`config.mk`:
```
export PLATFORM = sky130hd
export DESIGN_NAME = hazard_stall_controller
export DESIGN_NICKNAME = d
export VERILOG_FILES = /design/src/rtl/hazard_stall_controller.sv
export SDC_FILE = /design/constraint.sdc
export NUM_CORES = 1
export LEC_CHECK = 0
export ABC_AREA = 1
export CORE_MARGIN = 2
export CORE_UTILIZATION = 29
export DETAILED_ROUTE_END_ITERATION = 7
export GPL_ROUTABILITY_DRIVEN = 0
export SLEW_MARGIN = 20
export SYNTH_ARGS = -nofsm -noshare
export SYNTH_HDL_FRONTEND = slang
export SYNTH_SLANG_ARGS = --single-unit
```
`constraint.sdc`:
```
create_clock -name Clk_in -period 4.95 [get_ports Clk_in]
set_input_delay 0.99 -clock Clk_in [delete_from_list [all_inputs] [get_ports Clk_in]]
set_output_delay 0.99 -clock Clk_in [all_outputs]
set_load 0.005 [all_outputs]
```
`src/rtl/hazard_stall_controller.sv`:
```
// Hazard and sequencing controller for a 5-stage MIPS pipeline.
// Decides, each cycle, whether the front end must stall, flush or hold for
// a multi-cycle multiply/divide, and keeps saturating stall/flush counters.
module hazard_stall_controller #(
    parameter int MULT_LATENCY = 4
) (
    input  logic        Clk_in,
    input  logic        Reset_in,
    input  logic [4:0]  rs_ID,
    input  logic [4:0]  rt_ID,
    input  logic        UsesRs_ID,
    input  logic        UsesRt_ID,
    input  logic        Jump_ID,
    input  logic        JR_ID,
    input  logic        MemRead_EX,
    input  logic [4:0]  rt_EX,
    input  logic        MultStart_EX,
    input  logic        BranchTaken_EX,
    output logic        PCWrite_out,
    output logic        IF_ID_Write_out,
    output logic        IF_ID_Flush_out,
    output logic        ID_EX_Write_out,
    output logic        ID_EX_Bubble_out,
    output logic        EX_MEM_Bubble_out,
    output logic        Busy_out,
    output logic [15:0] StallCycles_out,
    output logic [15:0] FlushCount_out
);

    // The start cycle is the first stall cycle, so the wait counter only
    // covers the remaining MULT_LATENCY-1 cycles.
    localparam logic [7:0] WAIT_LOAD = 8'(MULT_LATENCY - 1);

    typedef enum logic {
        RUN,
        MULT_WAIT
    } state_t;

    state_t      state;
    logic [7:0]  wait_cnt;
    logic [15:0] stall_cycles;
    logic [15:0] flush_count;

    logic load_use;
    logic sel_wait;
    logic sel_branch;
    logic sel_mult_start;
    logic sel_load_use;
    logic sel_jump;
    logic stall_event;
    logic flush_event;

    // Performance counters stick at all-ones rather than wrapping.
    function automatic logic [15:0] sat_inc(input logic [15:0] value);
        if (value == 16'hFFFF) begin
            return value;
        end
        return value + 16'd1;
    endfunction

    // A load writing $zero can never create a true dependence.
    assign load_use = MemRead_EX && (rt_EX != 5'd0) &&
                      ((UsesRs_ID && (rs_ID == rt_EX)) ||
                       (UsesRt_ID && (rt_ID == rt_EX)));

    // Priority decode: exactly one case (or none) is selected each cycle.
    always_comb begin
        sel_wait       = 1'b0;
        sel_branch     = 1'b0;
        sel_mult_start = 1'b0;
        sel_load_use   = 1'b0;
        sel_jump       = 1'b0;
        if (!Reset_in) begin
            if (state == MULT_WAIT) begin
                sel_wait = 1'b1;
            end else if (BranchTaken_EX) begin
                // The ID instruction is wrong-path, so its hazards are moot.
                sel_branch = 1'b1;
            end else if (MultStart_EX) begin
                sel_mult_start = 1'b1;
            end else if (load_use) begin
                // A dependent JR stalls here and flushes on the next cycle.
                sel_load_use = 1'b1;
            end else if (Jump_ID || JR_ID) begin
                sel_jump = 1'b1;
            end
        end
    end

    assign stall_event = sel_wait || sel_mult_start || sel_load_use;
    assign flush_event = sel_branch || sel_jump;

    // Pipeline-register controls, combinational so they act in the same cycle.
    always_comb begin
        PCWrite_out       = 1'b1;
        IF_ID_Write_out   = 1'b1;
        IF_ID_Flush_out   = 1'b0;
        ID_EX_Write_out   = 1'b1;
        ID_EX_Bubble_out  = 1'b0;
        EX_MEM_Bubble_out = 1'b0;
        Busy_out          = 1'b0;
        if (sel_wait || sel_mult_start) begin
            // Freeze IF/ID/EX and drain bubbles behind the held multiply.
            PCWrite_out       = 1'b0;
            IF_ID_Write_out   = 1'b0;
            ID_EX_Write_out   = 1'b0;
            EX_MEM_Bubble_out = 1'b1;
            Busy_out          = sel_wait;
        end else if (sel_branch) begin
            // PC keeps writing: it loads the branch target this cycle.
            IF_ID_Flush_out  = 1'b1;
            ID_EX_Bubble_out = 1'b1;
        end else if (sel_load_use) begin
            PCWrite_out      = 1'b0;
            IF_ID_Write_out  = 1'b0;
            ID_EX_Bubble_out = 1'b1;
        end else if (sel_jump) begin
            IF_ID_Flush_out = 1'b1;
        end
    end

    assign StallCycles_out = stall_cycles;
    assign FlushCount_out  = flush_count;

    // Sequencing state, wait counter and performance counters.
    always_ff @(posedge Clk_in) begin
        if (Reset_in) begin
            state        <= RUN;
            wait_cnt     <= 8'd0;
            stall_cycles <= 16'd0;
            flush_count  <= 16'd0;
        end else begin
            if (stall_event) begin
                stall_cycles <= sat_inc(stall_cycles);
            end
            if (flush_event) begin
                flush_count <= sat_inc(flush_count);
            end
            if (sel_mult_start) begin
                wait_cnt <= WAIT_LOAD;
                state    <= MULT_WAIT;
            end else if (sel_wait) begin
                // Release on the last count; <=1 also guards a stray zero.
                if (wait_cnt <= 8'd1) begin
                    state    <= RUN;
                    wait_cnt <= 8'd0;
                end else begin
                    wait_cnt <= wait_cnt - 8'd1;
                end
            end
        end
    end

endmodule

```
==> results of run 1 <==
## worst max-delay path: stages
cell and delay [ns]:
sky130_fd_sc_hd__clkdlybuf4s50_1 0.50, sky130_fd_sc_hd__inv_2 0.06, sky130_fd_sc_hd__nor2_1 0.09, sky130_fd_sc_hd__nor2_1 0.05
sky130_fd_sc_hd__nand3_1 0.08, sky130_fd_sc_hd__nand2_1 0.07, sky130_fd_sc_hd__nand2_1 0.06, sky130_fd_sc_hd__nand2_1 0.04
sky130_fd_sc_hd__nand2_1 0.53, sky130_fd_sc_hd__clkdlybuf4s50_1 0.63
## metrics by stage
step / cells / cell area (um2) / setup slack, ns / hold slack [ns] / power (mW)
floorplan: 399 / 2600 / 1.92 / 0.450 / 0.409
global placement: 558 / 3280 / 0.885 / 0.461 / 0.450
detailed placement: 558 / 3280 / 0.870 / 0.478 / 0.451
CTS: 565 / 3380 / 0.868 / 0.491 / 0.717
global route: 565 / 3380 / 0.632 / 0.511 / 0.743
finish: 565 / 3380 / 0.851 / 0.484 / 0.707
## kinds of logic after synthesis
logic type,count (synthesis)
fa+ha+maj,4
xor+xnor,24
buf+inv,57
flops,41
compound gates,48
simple gates,225
## power by group
group          leakage [nW]  internal [mW]  total [mW]  switching [mW]
clock network        0.0540          0.147       0.265           0.118
registers             0.331          0.335       0.342         0.00634
logic                 0.956         0.0461       0.100          0.0543
## area by class of cell
class / count / area [um2]
timing repair buffer: 64 / 636
tap: 108 / 135
clock buffer: 5 / 68.8
sequential: 41 / 821
fill: 922 / 5340
clock inverter: 2 / 35.0
multi-input combinational: 301 / 1520
inverter: 44 / 165
## flip-flops by register name, indices dropped and copies added (netlist names)
name and cells:
wait_cnt 8, state 1, FlushCount_out 16, StallCycles_out 16
## final timing paths
path	depth (start not counted)	start	slack, ns	to
setup / recovery	10	rt_EX[2]	0.85	IF_ID_Flush_out
hold / removal	2	wait_cnt[3]$_SDFFE_PP0P_	0.48	wait_cnt[3]$_SDFFE_PP0P_
setup reg to reg	9	FlushCount_out[0]$_SDFFE_PP0P_	2.88	FlushCount_out[3]$_SDFFE_PP0P_
hold reg to reg	2	wait_cnt[3]$_SDFFE_PP0P_	0.48	wait_cnt[3]$_SDFFE_PP0P_
## layout by cell type, fill, tap and decap left out, types with 4 or more instances in the layout
master / count
sky130_fd_sc_hd__inv_2: 7
sky130_fd_sc_hd__nand2_1: 102
sky130_fd_sc_hd__nand4_1: 4
sky130_fd_sc_hd__dfxtp_1: 41
sky130_fd_sc_hd__nor2_1: 49
sky130_fd_sc_hd__ha_1: 4
sky130_fd_sc_hd__inv_1: 37
sky130_fd_sc_hd__xor2_1: 16
sky130_fd_sc_hd__xnor2_1: 8
sky130_fd_sc_hd__nand3_1: 48
sky130_fd_sc_hd__nor3_1: 5
sky130_fd_sc_hd__o21ai_0: 6
sky130_fd_sc_hd__clkdlybuf4s50_1: 62
sky130_fd_sc_hd__a21oi_1: 37
sky130_fd_sc_hd__clkbuf_8: 5
## routing by layer
layer,wire (um),global-route usage,up-vias,share of wire
met5,0,0,-,0
met4,88,0.0411,0,0.014
met3,201,0.0213,9,0.031
met2,3020,0.230,39,0.47
met1,3110,0.180,1195,0.48
li1,-,-,1392,-
==> flow_metrics.tcl, run 1 <==
set metrics [dict create \
    cts-hold-fix-buffers 0 \
    die_height_um 98.6 \
    cts.sinks 41 \
    share_of_cells_above_drive_strength_1 0.0613 \
    synth.top_cells.by_area "sky130_fd_sc_hd__dfxtp_1 (32%), sky130_fd_sc_hd__nand2_1 (15%), sky130_fd_sc_hd__nand3_1 (9.3%)" \
    post-cts-setup-buffers 0 \
    initial_drc_count 81 \
    timing.fmax_mhz 244 \
    antenna_left 0 \
    drt_first_pass_iters 4 \
    synthXorXnorAreaFrac 0.0810 \
    post_synth.cell_area_avg_um2 6.51 \
    cts_buffer_depth 2 \
    cts_tree "done" \
    grt_antenna_before_repair 0 \
    drc 0 \
    outcome "complete, no violations" \
    worst-endpoint-required_ns 3.96 \
    final.setup.tns_ns 0 \
    drt-wirelength-per-cell_um 11.4 \
    num_rows 34 \
    leakage_nw 1.34 \
    synth_cells 399 \
    synth.area.mux_share 0 \
    diodes 0 \
    post-synth-top-count-cell "sky130_fd_sc_hd__nand2_1" \
    main_combinational_cell_family_by_area_after_synthesis "simple AND/OR/NAND/NOR gates" \
    worstSkewPairLatency_ns 0.30 \
    post-dp-hpwl_mm 4.72 \
    gr-total-overflow 0 \
    cts_buffers 5 \
    cts_root_buf "sky130_fd_sc_hd__clkbuf_8" \
    fraction_of_the_mapped_netlist_area_in_simple_logic_gates 0.389 \
    rsz0062_at_grt "no" \
    grt_pass1_wl_mm 11.2 \
    seq_area_frac_synth 0.316 \
    vias 2635 \
    yosys.area.top_type_share 0.316 \
    io_pins 63 \
    io_buffer_count 62 \
    max-cap-violations 0 \
    cts.htree.levels 2 \
    fp.dieArea_um2 9720 \
    cp_data_arrival_time_ns 3.11 \
    area_inside_the_core_boundary_um2 8720 \
    complex_gate_fraction_of_the_synthesized_area 0.0964 \
    routed_wl_mm 6.42 \
    finalNetCount 485 \
    fin_util 0.388 \
    synth_area_leader_cell "sky130_fd_sc_hd__dfxtp_1" \
    number_of_global_route_vias_before_repair 2496 \
    yosys_register_bits 41 \
    postSynth.topFlopCell "sky130_fd_sc_hd__dfxtp_1" \
    area_growth_pct 30.3 \
    die_w_um 98.6 \
    maximum_number_of_pins_on_one_net_before_global_route_repair 31 \
    max_slew.worst_pin.slew_ns 0.726 \
    synthAdderAreaFrac 0.0193 \
    cp-start-kind "input port" \
    nets_in_the_synthesized_netlist 427 \
    cell_variety_after_synth 33 \
    pwr_density_cell_nw_per_um2 209 \
    synth_enable_flop_cells 0 \
    groute.usage.overall 0.136 \
    yosys_warnings 0 \
    async_flop_share 0 \
    worst-path-max-fanout 21 \
    hold_path_class "register to register" \
    post-route-min-period_ns 4.10 \
    post-route-period-util 0.828 \
    skew_ns 0.00605 \
    hold_violations 0 \
    clkTransAtPathRegs_ns 0.08 \
    worst_setup_path_end_kind "output pin" \
    final-max-slew-violation-count 0 \
    irDropWorstVdd_uv 93.8 \
    setup_viol 0 \
    criticalPathCategory "input port to output pin" \
    synth.cell_area_um2 2600 \
    floorplan.initialDensity 0.298 \
    post_cts.resized_instances 0 \
    synth_top_cells_by_count "sky130_fd_sc_hd__nand2_1 (102), sky130_fd_sc_hd__nor2_1 (49), sky130_fd_sc_hd__nand3_1 (48), sky130_fd_sc_hd__dfxtp_1 (41)" \
    slew-limit-headroom 0.515 \
    post_drt_via_cell_ratio 4.66 \
]
Note: power is estimated with default switching activity, not from simulation.
==> inputs of run 2 (changes only) <==
==> constraint.sdc (replaced) <==
create_clock -name Clk_in -period 3.4 [get_ports Clk_in]
set_input_delay 0.68 -clock Clk_in [delete_from_list [all_inputs] [get_ports Clk_in]]
set_output_delay 0.68 -clock Clk_in [all_outputs]
set_load 0.005 [all_outputs]
==> run 2 against run 1 <==
Net effect: clock power up 24%; die area unchanged; power up 38%; highest routed layer unchanged; worst hold slack better by 0.0037 ns; critical path depth up 1; global-route usage down 0.19 points; sequential share of layout area about the same; clock skew up 0.0083 ns; setup slack worse by 0.56 ns; clock-buffer cell count up 1.
==> flow_metrics.tcl, run 2 (synthesis results as in run 1) <==
set metrics [dict create \
    diodes 0 \
    die_height_um 98.6 \
    leakage_nw 1.34 \
    criticalPathCategory "input port to output pin" \
    dp_cells 559 \
    cts_tree "done" \
    vias 2618 \
    skew_ns 0.0143 \
    final-instance-count-excl-fill 566 \
    hold_path_class "register to register" \
    final.setup.tns_ns 0 \
    post_drt_via_cell_ratio 4.63 \
    post_cts.resized_instances 0 \
    floorplan.initialDensity 0.298 \
    slew-limit-headroom 0.659 \
    pre_cts_slack_ns 0.278 \
    grt_pass1_wl_mm 11.0 \
    final.fill_count 899 \
    area_growth_pct 30.0 \
    worst-path-max-fanout 3 \
    max-cap-violations 0 \
    hold_violations 0 \
    setup_ws_ns 0.294 \
    area_inside_the_core_boundary_um2 8720 \
    mostFrequentLayoutCell "sky130_fd_sc_hd__nand2_1" \
    post-dp-hpwl_mm 4.80 \
    drt_first_pass_iters 4 \
    cp-start-kind "input port" \
    finalNetCount 486 \
    regToRegEndpoint "FlushCount_out[6]$_SDFFE_PP0P_" \
    min_delay_worst_endpoint "wait_cnt[5]$_SDFFE_PP0P_" \
    num_rows 34 \
    initial_drc_count 69 \
    cts_buffer_depth 2 \
    most-common-layout-cells "sky130_fd_sc_hd__nand2_1 (102), sky130_fd_sc_hd__clkdlybuf4s50_1 (62), sky130_fd_sc_hd__nor2_1 (49), sky130_fd_sc_hd__nand3_1 (48), sky130_fd_sc_hd__dfxtp_1 (41)" \
    setup_viol 0 \
    post-cts-setup-buffers 0 \
    worstSkewPairLatency_ns 0.29 \
    worst-endpoint-required_ns 2.72 \
    hold_path_startpoint "wait_cnt[5]$_SDFFE_PP0P_" \
    cts_root_buf "sky130_fd_sc_hd__clkbuf_8" \
    io_buffer_count 62 \
    cp_data_arrival_time_ns 2.43 \
    holdPathStages 2 \
    multi_input_logic_area_um2 1520 \
    post-route-period-util 0.914 \
    timing.fmax_mhz 322 \
    share_of_cells_above_drive_strength_1 0.0633 \
    die_w_um 98.6 \
    cts_buffers 5 \
    pwr_density_cell_nw_per_um2 289 \
    fp.dieArea_um2 9720 \
    antenna_left 0 \
    post-route-min-period_ns 3.11 \
    placedInstanceArea_um2 3290 \
    number_of_global_route_vias_before_repair 2450 \
    cts.sinks 41 \
    maximum_number_of_pins_on_one_net_before_global_route_repair 30 \
    groute.usage.overall 0.134 \
    cts-hold-fix-buffers 0 \
    max_slew.worst_pin.slew_ns 0.511 \
    final-max-slew-violation-count 0 \
    outcome "complete, no violations" \
    irDropWorstVdd_uv 132 \
    rsz0062_at_grt "no" \
    cts.htree.levels 2 \
    r2r_setup_slack_ns 1.35 \
    regArea_um2 821 \
    r2r_start "FlushCount_out[0]$_SDFFE_PP0P_" \
    routed_wl_mm 6.40 \
    clkTransAtPathRegs_ns 0.08 \
    drc 0 \
    gr-total-overflow 0 \
    finalInstanceArea_um2 3380 \
    worst_setup_path_end_kind "output pin" \
    grt_antenna_before_repair 0 \
    ff2ff_path_depth 9 \
    drt-wirelength-per-cell_um 11.3 \
    io_pins 63 \
]
==> run 2: metal layers <==
layer  vias to the layer above  wire length [um]  track usage
li1                       1397                 -            -
met1                      1177              3110        0.175
met2                        37              3020        0.230
met3                         7               194       0.0262
met4                         0                72       0.0316
met5                         -                 0            0
==> run 2: final cells by class <==
type,count,share of cell area
Clock buffer,6,0.0245
Clock inverter,1,0.00222
Inverter,44,0.0489
Multi-Input combinational cell,301,0.451
Sequential cell,41,0.243
Tap cell,108,0.0400
Timing Repair Buffer,65,0.191
==> run 2: worst max-delay path by stage <==
stage | from | cells after the start | endpoint
after global routing | rt_EX[3] | 11 | PCWrite_out
final | rt_EX[3] | 11 | PCWrite_out
after detailed placement | rt_EX[3] | 11 | PCWrite_out
after floorplan | Reset_in | 8 | PCWrite_out
after global placement | rt_EX[3] | 11 | IF_ID_Write_out
after CTS | rt_EX[3] | 11 | PCWrite_out
==> run 2: worst max-delay path, cell delays in order <==
cell and delay, ns:
sky130_fd_sc_hd__clkdlybuf4s50_1 0.52, sky130_fd_sc_hd__inv_2 0.06, sky130_fd_sc_hd__nand2_1 0.06, sky130_fd_sc_hd__nand2_1 0.05
sky130_fd_sc_hd__nor2_1 0.14, sky130_fd_sc_hd__nand3_1 0.09, sky130_fd_sc_hd__nand2_1 0.09, sky130_fd_sc_hd__nand3b_1 0.10
sky130_fd_sc_hd__nand2_1 0.12, sky130_fd_sc_hd__inv_1 0.06, sky130_fd_sc_hd__clkdlybuf4s50_1 0.44
==> run 2: through the flow <==
| step | power [mW] | util | hold WS [ns] |
|---|---|---|---|
| global route | 1.03 | 0.387 | 0.507 |
| finish | 0.976 | 0.387 | 0.488 |
| CTS | 0.992 | 0.387 | 0.485 |
| floorplan | 0.595 | - | 0.450 |
| global placement | 0.658 | 0.377 | 0.465 |
| detailed placement | 0.660 | 0.377 | 0.473 |
==> run 2: power breakdown <==
part	internal, mW	switching, mW	leakage, nW
Combinational	0.0687	0.0815	0.961
Clock	0.161	0.168	0.0433
Sequential	0.489	0.00913	0.331
==> inputs of run 3 (changes only) <==
--- a/config.mk
+++ b/config.mk
@@ -10,6 +10,7 @@
 export CORE_UTILIZATION = 29
 export DETAILED_ROUTE_END_ITERATION = 7
 export GPL_ROUTABILITY_DRIVEN = 0
+export SKIP_LAST_GASP = 1
 export SLEW_MARGIN = 20
 export SYNTH_ARGS = -nofsm -noshare
 export SYNTH_HDL_FRONTEND = slang
==> results of run 3 <==
The final DEF is identical to that of run 2; final timing and power are the same.
==> edit: new RTL, flow settings as in run 3 <==
Register the output `FlushCount_out` once more, with the module's reset; this adds one clock of latency there. The other outputs are not delayed to match.
--- a/src/rtl/hazard_stall_controller.sv
+++ b/src/rtl/hazard_stall_controller.sv
@@ -122,3 +122,9 @@
     assign StallCycles_out = stall_cycles;
-    assign FlushCount_out  = flush_count;
+    always_ff @(posedge Clk_in) begin
+        if (Reset_in) begin
+            FlushCount_out <= '0;
+        end else begin
+            FlushCount_out <= flush_count;
+        end
+    end
 
Check against the original RTL: not equivalent (a bounded check fails within 4 cycles, from zero or initial values and one cycle with Reset_in high).
==> edit against run 3 <==
  * Sequential cell count up 16
  * Register-to-register slack worse by 180 ps
  * Power up 60%
  * Final area up 18%
  * Critical path depth unchanged
  * Sequential share of layout area up 4.4 points
  * Non-clock buffer count up 1
  * Synthesized cell count up 6.0%
  * Worst setup slack better by 74 ps
  * Synthesized area up 15%
  * First-iteration DRC count down 19%
  * Die area up 15%
  * Routed wire length up 8.7%
  * Hold slack worse by 20 ps
==> edit: results <==
export IMPL_status="completed"
export IMPL_drv_slew=0
export IMPL_num_antenna_cells=0
export IMPL_yosysWarnings=0
export IMPL_critPathArrivalTime_ps=2350
export IMPL_setup_viol=0
export IMPL_clock_skew_final_ps=8.72
export IMPL_power_switching_mw=0.378
export IMPL_htreeDepth=3
export IMPL_grt_start_max_net_pins=33
export IMPL_slowest_delay_ps=520
export IMPL_syn_nets=451
export IMPL_fill_cells=1066
export IMPL_numPortBuffers=62
export IMPL_drt_wirelength_per_cell_um=11.1
export IMPL_ys_types=31
export IMPL_clock_path_buffers=2
export IMPL_grt_usage=0.133
export IMPL_grt_first_pass_wirelength_um=12100
export IMPL_dp_cells=613
export IMPL_slowest_stage="clkdlybuf4s50_1"
export IMPL_yosys_top_cells_count="nand2_1, nor2_1, dfxtp_1"
export IMPL_hpwl_um=5130
export IMPL_first_pass_iters=4
export IMPL_drtIter0Drc=56
export IMPL_wl_met2_um=3330
export IMPL_holdCritPathClass="flop to flop"
export IMPL_slew_headroom=0.685
export IMPL_cts_made_buffers=9
export IMPL_layout_drive_gt1_share=0.112
export IMPL_cp_max_fo=4
export IMPL_clkTransAtPathRegs_ps=60
export IMPL_peakVddDrop_uv=223
export IMPL_async_flop_share=0
export IMPL_wl_met1_um=3230
export IMPL_clock_latency_ps=340
export IMPL_nets=516
export IMPL_top_layer="met4"
export IMPL_postCtsSetupBuffers=0
export IMPL_cts_root_buffer="clkbuf_8"
export IMPL_synth_area_top_cells="dfxtp_1, nand2_1, nor2_1"
export IMPL_synth_top_flop_cell="dfxtp_1"
export IMPL_wirelength_um=6960
export IMPL_grt_antenna_before_repair=0
export IMPL_syn_avg_cell_area_um2=7.08
export IMPL_vias=2797
export IMPL_ys_seq_area_frac=0.381
export IMPL_cts_resized=0
export IMPL_p_leak_nw=1.55
export IMPL_hold_viol_final=0
export IMPL_dr_wl_met3_um=336
edit: cell type report:
| cell class | count | share of cell area |
|---|---|---|
| sequential | 57 | 0.288 |
| clock inverter | 6 | 0.0230 |
| inverter | 50 | 0.0473 |
| timing repair buffer | 66 | 0.163 |
| multi-input combinational | 304 | 0.402 |
| clock buffer | 10 | 0.0347 |
| tap | 136 | 0.0429 |
edit: final timing paths:
kind                            depth (start not counted)  slack, ps               start                  to
worst max register to register                         10       1170  StallCycles_out[0]  StallCycles_out[0]
worst min-delay path                                    2        470     flush_count[15]     flush_count[15]
worst min register to register                          2        470     flush_count[15]     flush_count[15]
worst max-delay path                                   11        370            rt_EX[4]         PCWrite_out
edit: per-stage QoR:
step / worst slack [ps] / cell area (um^2)
finish: 368 / 3970
global route: 153 / 3970
CTS: 322 / 3970
detailed placement: 323 / 3740
global placement: 371 / 3740
floorplan: 987 / 3000
edit: power groups by stage:
| stage | Sequential (mW) | Combinational, mW | Clock, mW |
|---|---|---|---|
| 2_1_floorplan | 0.699 | 0.0900 | 0 |
| 3_3_place_gp | 0.700 | 0.153 | 0 |
| 3_5_place_dp | 0.701 | 0.155 | 0 |
| 4_1_cts | 0.685 | 0.156 | 0.747 |
| 5_1_grt | 0.687 | 0.173 | 0.770 |
| 6_report | 0.685 | 0.152 | 0.719 |
edit: worst max-delay path, delay by kind of cell:
kind                   cells  cell delay [ps]
buffers and inverters      4             1090
and+or+nand+nor            7              590
edit: cells by family after synthesis:
logic type | after synthesis | synth area share
AND/OR/NAND/NOR | 225 | 0.340
buffers and inverters | 62 | 0.0869
flip-flops | 57 | 0.381
AO/OA/AOI/OAI | 48 | 0.0965
XOR/XNOR | 27 | 0.0789
adder cells (fa/ha/maj) | 4 | 0.0167
edit: routing by layer:
metal | global-route usage | vias up
met1 | 0.159 | 1261
met3 | 0.0390 | 7
met2 | 0.229 | 65
met5 | 0 | -
li1 | - | 1464
met4 | 0.0414 | 0
